File: src/rtl/video_cfg_scheduler.sv
// Frame-synchronous configuration scheduler: stages key-control settings,
// waits for them to settle, commits on vsync and supervises the ack.
module video_cfg_scheduler #(
    parameter int unsigned SETTLE_CYCLES = 1000,
    parameter int unsigned ACK_TIMEOUT   = 4096,
    parameter int unsigned THR_MAX       = 255,
    parameter logic [12:0] DEF_CHANGE_EN = 13'h0040
) (
    input  logic        sys_clk,
    input  logic        sys_rst_n,
    input  logic [1:0]  working_mode_i,
    input  logic [12:0] change_en_i,
    input  logic [2:0]  rgb_ctrl_i,
    input  logic [2:0]  r_ctrl_i,
    input  logic [2:0]  g_ctrl_i,
    input  logic [2:0]  b_ctrl_i,
    input  logic [20:0] threshold_i,
    input  logic [2:0]  change_choose_i,
    input  logic        change_yuv_i,
    input  logic        change_sobel_i,
    input  logic        vs_in,
    input  logic        cfg_ack,
    input  logic        err_clr,
    output logic [1:0]  working_mode_o,
    output logic [12:0] change_en_o,
    output logic [2:0]  rgb_ctrl_o,
    output logic [2:0]  r_ctrl_o,
    output logic [2:0]  g_ctrl_o,
    output logic [2:0]  b_ctrl_o,
    output logic [2:0]  change_choose_o,
    output logic        change_yuv_o,
    output logic        change_sobel_o,
    output logic [7:0]  threshold_o,
    output logic        scale_state_o,
    output logic        cfg_update,
    output logic        cfg_pending,
    output logic        ack_err,
    output logic [7:0]  frame_cnt
);

    localparam int SW = (SETTLE_CYCLES > 1) ? $clog2(SETTLE_CYCLES) : 1;
    localparam int AW = (ACK_TIMEOUT > 1) ? $clog2(ACK_TIMEOUT) : 1;
    localparam logic [SW-1:0] SETTLE_LAST = SW'(SETTLE_CYCLES - 1);
    localparam logic [AW-1:0] ACK_LAST    = AW'(ACK_TIMEOUT - 1);
    localparam logic [20:0]   THR_LIM     = 21'(THR_MAX);
    localparam logic [7:0]    THR_CLAMP   = 8'(THR_MAX);

    typedef enum logic [2:0] {
        IDLE, SETTLE, WAIT_VS, COMMIT, WAIT_ACK
    } state_t;

    state_t        state_q, state_d;
    logic [52:0]   stage_q, stage_d;
    logic [SW-1:0] settle_q, settle_d;
    logic [AW-1:0] ack_q, ack_d;
    logic          pend_q, pend_d;
    logic          upd_q, upd_d;
    logic          err_q, err_d;
    logic          vs_q;
    logic [7:0]    fcnt_q;
    logic          load;
    logic          err_set;

    logic [52:0]   cfg_in;
    logic          diff;
    logic          vs_rise;
    logic [12:0]   st_ce;
    logic [20:0]   st_thr;
    logic [2:0]    st_ch;
    logic [12:0]   ce_c;
    logic [7:0]    thr_c;
    logic [2:0]    ch_c;

    assign cfg_in = {working_mode_i, change_en_i, rgb_ctrl_i, r_ctrl_i,
                     g_ctrl_i, b_ctrl_i, threshold_i, change_choose_i,
                     change_yuv_i, change_sobel_i};
    assign diff    = (cfg_in != stage_q);
    assign vs_rise = vs_in & ~vs_q;

    assign st_ce  = stage_q[50:38];
    assign st_thr = stage_q[25:5];
    assign st_ch  = stage_q[4:2];

    assign ce_c  = $onehot(st_ce) ? st_ce : DEF_CHANGE_EN;
    assign ch_c  = (st_ch <= 3'd5) ? st_ch : 3'd0;
    assign thr_c = st_thr[20]          ? 8'd0 :
                   (st_thr > THR_LIM)  ? THR_CLAMP :
                                         st_thr[7:0];

    // Next-state and handshake decisions of the commit sequencer.
    always_comb begin
        state_d  = state_q;
        stage_d  = stage_q;
        settle_d = settle_q;
        ack_d    = ack_q;
        pend_d   = pend_q;
        upd_d    = 1'b0;
        load     = 1'b0;
        err_set  = 1'b0;
        unique case (state_q)
            IDLE: begin
                if (diff) begin
                    stage_d  = cfg_in;
                    settle_d = '0;
                    pend_d   = 1'b1;
                    state_d  = SETTLE;
                end
            end
            SETTLE: begin
                if (diff) begin
                    stage_d  = cfg_in;
                    settle_d = '0;
                end else if (settle_q == SETTLE_LAST) begin
                    state_d = WAIT_VS;
                end else begin
                    settle_d = settle_q + 1'b1;
                end
            end
            WAIT_VS: begin
                if (diff) begin
                    stage_d  = cfg_in;
                    settle_d = '0;
                    state_d  = SETTLE;
                end else if (vs_rise) begin
                    load    = 1'b1;
                    upd_d   = 1'b1;
                    state_d = COMMIT;
                end
            end
            COMMIT: begin
                ack_d   = '0;
                state_d = WAIT_ACK;
            end
            WAIT_ACK: begin
                if (cfg_ack) begin
                    pend_d  = 1'b0;
                    state_d = IDLE;
                end else if (ack_q == ACK_LAST) begin
                    err_set = 1'b1;
                    pend_d  = 1'b0;
                    state_d = IDLE;
                end else begin
                    ack_d = ack_q + 1'b1;
                end
            end
            default: state_d = IDLE;
        endcase
        err_d = err_set | (err_q & ~err_clr);
    end

    // Sequencer state, staging and handshake flags.
    always_ff @(posedge sys_clk or negedge sys_rst_n) begin
        if (!sys_rst_n) begin
            state_q  <= IDLE;
            stage_q  <= '0;
            settle_q <= '0;
            ack_q    <= '0;
            pend_q   <= 1'b0;
            upd_q    <= 1'b0;
            err_q    <= 1'b0;
        end else begin
            state_q  <= state_d;
            stage_q  <= stage_d;
            settle_q <= settle_d;
            ack_q    <= ack_d;
            pend_q   <= pend_d;
            upd_q    <= upd_d;
            err_q    <= err_d;
        end
    end

    // Vsync edge tracking and frame counter.
    always_ff @(posedge sys_clk or negedge sys_rst_n) begin
        if (!sys_rst_n) begin
            vs_q   <= 1'b0;
            fcnt_q <= '0;
        end else begin
            vs_q <= vs_in;
            if (vs_rise) fcnt_q <= fcnt_q + 8'd1;
        end
    end

    // Committed configuration, loaded only on the vsync commit.
    always_ff @(posedge sys_clk or negedge sys_rst_n) begin
        if (!sys_rst_n) begin
            working_mode_o  <= '0;
            change_en_o     <= DEF_CHANGE_EN;
            rgb_ctrl_o      <= '0;
            r_ctrl_o        <= '0;
            g_ctrl_o        <= '0;
            b_ctrl_o        <= '0;
            threshold_o     <= '0;
            change_choose_o <= '0;
            change_yuv_o    <= 1'b0;
            change_sobel_o  <= 1'b0;
            scale_state_o   <= (DEF_CHANGE_EN >= 13'h0080);
        end else if (load) begin
            working_mode_o  <= stage_q[52:51];
            change_en_o     <= ce_c;
            rgb_ctrl_o      <= stage_q[37:35];
            r_ctrl_o        <= stage_q[34:32];
            g_ctrl_o        <= stage_q[31:29];
            b_ctrl_o        <= stage_q[28:26];
            threshold_o     <= thr_c;
            change_choose_o <= ch_c;
            change_yuv_o    <= stage_q[1];
            change_sobel_o  <= stage_q[0];
            scale_state_o   <= (ce_c >= 13'h0080);
        end
    end

    assign cfg_update  = upd_q;
    assign cfg_pending = pend_q;
    assign ack_err     = err_q;
    assign frame_cnt   = fcnt_q;

endmodule

File: config.mk
export PLATFORM = sky130hd
export DESIGN_NAME = video_cfg_scheduler
export DESIGN_NICKNAME = d
export VERILOG_FILES = /design/src/rtl/video_cfg_scheduler.sv
export SDC_FILE = /design/constraint.sdc
export NUM_CORES = 1
export LEC_CHECK = 0
export ABC_AREA = 1
export BUFFER_PORTS_ARGS = -buffer_cell sky130_fd_sc_hd__buf_4
export CAP_MARGIN = 20
export CORE_MARGIN = 1.5
export CORE_UTILIZATION = 45
export CTS_CLUSTER_DIAMETER = 100
export DETAILED_ROUTE_END_ITERATION = 8
export PLACE_DENSITY = 0.67
export SYNTH_ARGS = -nofsm -noshare
export SYNTH_HDL_FRONTEND = slang
export SYNTH_SLANG_ARGS = --single-unit
File: constraint.sdc
create_clock -name sys_clk -period 8.25 [get_ports sys_clk]
set_input_delay 1.65 -clock sys_clk [delete_from_list [all_inputs] [get_ports sys_clk]]
set_output_delay 1.65 -clock sys_clk [all_outputs]
set_load 0.01 [all_outputs]
* Yosys cells after proc, flatten, opt, wreduce, memory -nomap -nowiden
Index checks and enable logic that the tools add are counted.
** Word-level totals
- Flip-flop bits (word level) :: 131
- Bits of input ports :: 58
- Output and inout bits :: 52
- Word-level logic and storage cells :: 100
** Cells by class
- Add/sub/neg operators :: 15
- $lt $le $gt $ge :: 3
- Equal/unequal tests :: 17
- Muxes and demuxes :: 29
- Bitwise logic cells :: 5
- Reduce and logical (&&, ||, !) cells :: 11
** Operators by type and width (number)
- != test 53 bit :: 1
- 2-to-1 mux 10 bit :: 3
- 2-to-1 mux 12 bit :: 2
- 2-to-1 mux 3 bit :: 8
- one-hot mux 12 bit (2 select lines) :: 1
- > comparator 21 x 8 -> 1 bit, second input constant :: 1
- one-hot mux 10 bit (2 select lines) :: 1
- 2-to-1 mux 8 bit :: 2
- one-hot mux 3 bit (5 select lines) :: 1
- greater-or-equal comparator 13 x 8 -> 1 bit, second input constant :: 1
- 2-to-1 mux 13 bit :: 1
- adder 1 x 1 -> 2 bit :: 6
- adder 12 x 1 -> 12 bit, second input constant :: 1
- equality test 12 bit, second input constant :: 1
- adder 10 x 1 -> 10 bit, second input constant :: 1
- equality test 10 bit, second input constant :: 1
- != test 2 bit, second input constant :: 5
- adder 2 x 2 -> 3 bit :: 3
- 2-to-1 mux 1 bit :: 9
- != test 3 bit, second input constant :: 3
- AND reduction 3 bit :: 3
- adder 8 x 1 -> 8 bit, second input constant :: 1
- equality test 3 x 2 -> 1 bit, second input constant :: 2
- nonzero test 2 bit :: 3
- other kinds (17) :: 19

* Longest topological paths before layout
- Depth in word-level cells :: 7
- Depth in mapped cells :: 15

* Least setup slack after synthesis
OpenSTA, ideal clock, no wires.
- Path type :: reg2reg
- Start point :: register stage_q[38]
- End point :: register change_en_o[3]
- Arrival time :: 3861 ps
- Data required time :: 8132 ps
- Setup slack :: 4271 ps
- Stages on the path, launching flop included :: 16
- Buffers on the path :: 0
- Clock period less this slack :: 3979 ps
- Cells stage by stage :: dfrtp_1 -> fa_1 -> fa_1 -> inv_1 -> fa_1 -> fa_1 -> inv_1 -> fa_1 -> inv_1 -> fa_1 -> nand2_1 -> nor3_1 -> nand2_1 -> clkinv_1 -> nand2_1 -> o21ai_2
** On the way
- Cells in the longest elaborated chain, start to end :: 6
** Ends and longest elaborated chain
- start, declared :: RTL line 53 : logic [52:0] stage_q, stage_d;
- start signal, assigned :: RTL line 163 : stage_q <= stage_d;
- adder 1 x 1 -> 2 bit (not written as such) :: RTL line 84 : assign ce_c = $onehot(st_ce) ? st_ce : DEF_CHANGE_EN;
- adder 2 x 2 -> 3 bit (not written as such) :: RTL line 84
- adder 3 x 3 -> 4 bit (not written as such) :: RTL line 84
- adder 4 bit (not written as such) :: RTL line 84
- equality test 4 x 1 -> 1 bit :: RTL line 84
- 2-to-1 mux 13 bit :: RTL line 84
- end signal, assigned :: RTL line 187 : change_en_o <= DEF_CHANGE_EN;
- end signal, assigned :: RTL line 199 : change_en_o <= ce_c;
- end, declared :: RTL line 25 : output logic [12:0] change_en_o,
Several ways; a longest one is shown, not always the timed one.
A chain may end at the register's enable or synchronous reset.

* Final worst setup path
- Start point :: register stage_q[38]
- End point :: register change_en_o[4]
The elaborated chain is that of the path after synthesis.

==> results.md <==
- Crit path time final: 4.39 ns
- Post-route ant nets: 0
- HP Class: reg2reg
- Drt first pass iters: 7
- GR Overflow Total: 0
- Pin count of the biggest net entering global routing: 105
- Cell Pwr Density: 207 nW/um^2
- Initial antenna violation count: 0
- Crit-path max cell delay: 0.53 ns
- Row count: 44
- Via count: 5554
- Clock buffer depth: 2
- Die width: 126 microns
- Filler Cell Count: 1365
- CP top delay family: adder cells
- Area Growth Syn to Fin: 21.9%
- Clock-pin slew on the worst setup and hold paths: 0.06 ns
- Fin. max-slew vios: 0
- Die Y: 126 microns
- Hold wc startpoint: frame_cnt[7]
- Worst setup SP type: flop
- Synth warn: 0
- Measured slew at the worst slew-check pin: 0.988 ns
- Max IR drop VDD: 0.000132 V
- CTS Buf Count: 17
- Result of the run: complete, but fails checks
- Count leader, synth: nand2_1
- Simple-gate share of the synthesized area: 25.6%
- Ant diodes: 0
- Nets: 1059
- Reg2Reg Setup Slack: 3.86 ns
- Vias per cell: 4.69
- Synth area leader: dfrtp_1
- Buffers and inverters on the worst path: 4
- WS Path Type: reg2reg
- Hold path endpoint: frame_cnt[7]
- Yosys top cell area share: 47.8%
- Mux cell area share after synthesis: 0%
- Clock skew: 0.00892 ns
- Synthesized flop and latch total: 131
- Clk_lat worst skew: 0.41 ns
- Total track usage: 19.3%
- Post-Syn Area: 6810 sq um
- Clk root buf: clkbuf_16
- Post-Route WL: 14500 microns
- Hold path cells: 1
- Fin Setup TNS: 0 ns
- RSZ-0062 raised after global routing: no
- Final hold violations: 0
- Most frequent CP cell: fa_1
- First-pass GRT wire length: 24500 microns
- Failing checks: design-rule violations
- Multi-input logic area: 2840 sq um
- # setup viols final: 0
- Sequential element share of the synthesized area: 48.2%
- Ranking of synthesized cells by area: dfrtp_1 48%, nand2_1 17%, inv_1 7.0%
- CP required: 8.52 ns
- Share of cells above drive strength 1: 16.4%
- Hold buffer count at CTS: 0
- Synth Flop Type: dfrtp_1
- H-tree depth: 4
- Crit-path slowest cell: fa_1
- Post-CTS setup buffers: 0
- Post-layout util: 56.7%
- CP arrival: 4.67 ns
- Largest family of logic cells by synthesized area: simple AND/OR/NAND/NOR gates
- Crit path cell chain: fa_1, fa_1, inv_1, fa_1, fa_1, inv_1, fa_1, inv_1, fa_1, nand2_1, nor3_1, nand2_1, clkinv_1, nand2_1, o21ai_2
- Die area: 15900 sq um
- Iter 0 DRT Violations: 329
- RR Endpoint: change_en_o[4]
- Post-DP HPWL: 10200 microns
- Average cell area after synthesis: 7.75 sq um
- Post-synth EDFFs: 0
- Syn nets: 950
- Max-Cap Viols: 0
- Non-filler cells, final: 1184
- Compound-cell area share of the yosys netlist: 9.45%
- Placed cell count: 1152
- I/O Pins: 110
- Sinks on the clock net: 131
- Netlist cell types: 40
- Initial Util: 46.5%
- Asr flop ratio synth: 100%
- Register cell area after layout: 3280 sq um
- Post-Place Worst Slack: 3.89 ns
- CP endpoint kind: flop
- I/O Buffers: 109
- DR DRC count: 8
- Slew headroom: 34.2%
- Crit Reg-Reg Startpoint: stage_q[38]
- Avg WL per Cell: 12.2 microns
- Post-synth top cells: 309 x nand2_1, 130 x dfrtp_1, 127 x inv_1
- Placer congestion estimate: 0.846
- Vias in the first global route: 5170
- CTS tree: yes
- Cts repair resizes: 0
- Post-Syn Instances: 878
- R2R cell count: 15
- Core ar.: 14600 sq um
- XOR/XNOR share of the synthesized area: 3.22%
- Largest fanout on the critical path: 9
- Leak: 4.41 nW
- Synth Area in Adders: 3.46%
- Fmax: 228 MHz
- Period utilization: 53.2%
- PnR worst setup slack: 3.86 ns
==> power breakdown <==
part | switching (mW) | internal, mW
clock network | 0.275 | 0.498
logic | 0.133 | 0.102
registers | 0.0321 | 0.676
==> state kept, by name (all words and copies together) (netlist names), 2 cells and up <==
| register | count |
|---|---|
| stage_q | 53 |
| working_mode_o | 2 |
| g_ctrl_o | 3 |
| change_choose_o | 3 |
| threshold_o | 8 |
| r_ctrl_o | 3 |
| b_ctrl_o | 3 |
| frame_cnt | 8 |
| rgb_ctrl_o | 3 |
| state_q | 3 |
| change_en_o | 13 |
| settle_q | 10 |
| ack_q | 12 |
==> routing by layer <==
metal | up-vias | GRT usage, % | part of all wire (%)
li1 | 2934 | - | -
met1 | 2511 | 27.3 | 50
met2 | 102 | 28.7 | 44
met3 | 7 | 6.41 | 5.5
met4 | 0 | 5.27 | 0.79
met5 | - | 0 | 0
==> worst max-delay path by stage <==
stage	start	cells past startpoint	endpoint	slack (ns)
global route	stage_q[38]	15	change_en_o[4]	3.61
finish	stage_q[38]	15	change_en_o[4]	3.86
global placement	stage_q[38]	15	change_en_o[4]	3.87
floorplan	stage_q[38]	15	change_en_o[3]	4.27
CTS	stage_q[38]	15	change_en_o[4]	3.87
detailed placement	stage_q[38]	15	change_en_o[4]	3.89
==> cell usage in the layout (no fill, tap or decap), drive strengths merged <==
cell type  synthesis  final
a211o              1      1
a211oi             1      1
a21oi             18     18
a22o               1      1
a31oi              1      1
buf               17    111
bufinv             0      3
clkbuf             4     23
clkinv             3      6
clkinvlp           0      3
dfrtp            130    130
dfstp              1      1
fa                 8      8
ha                 6      6
inv              132    132
nand2            312    312
nand3             17     17
nand3b             1      1
nand4             10     10
nor2              74     74
nor3              17     17
nor4               4      4
o21a               1      1
o21ai             92     92
o21bai             1      1
o32ai              1      1
xnor2              7      7
xor2              18     18
==> cells by family (layout without fill, tap and decap cells) <==
kind of cell,after synthesis,after routing
DFF,131,131
adders and majority gates,14,14
and+or+nand+nor,435,435
xor gates and xnor gates,25,25
AOI/OAI and AO/OA,117,117
buffers and inverters,156,278
==> stage by stage <==
step | power [mW] | hold slack [ns] | area [sq um]
2_1_floorplan | 0.851 | 0.456 | 6810
3_3_place_gp | 0.951 | 0.469 | 7700
3_5_place_dp | 0.954 | 0.473 | 7700
4_1_cts | 1.73 | 0.488 | 8300
5_1_grt | 1.81 | 0.504 | 8300
6_report | 1.72 | 0.480 | 8300
==> worst reg2reg max path, cell delays in order, from the launching register on <==
cell	delay, ns
dfrtp_1	0.43
fa_1	0.53
fa_1	0.52
inv_1	0.06
fa_1	0.45
fa_1	0.49
inv_1	0.05
fa_1	0.38
inv_1	0.08
fa_1	0.40
nand2_1	0.08
nor3_1	0.05
nand2_1	0.18
clkinv_1	0.31
nand2_1	0.18
o21ai_2	0.07
==> final cells by class <==
class	instances	share of cell area [%]
tap	184	2.77
clock buffer	23	5.76
inverter	135	6.12
sequential	131	39.5
multi-input combinational	591	34.2
timing repair buffer	111	10.1
clock inverter	9	1.54
Note: power is estimated with default switching activity, not from simulation.
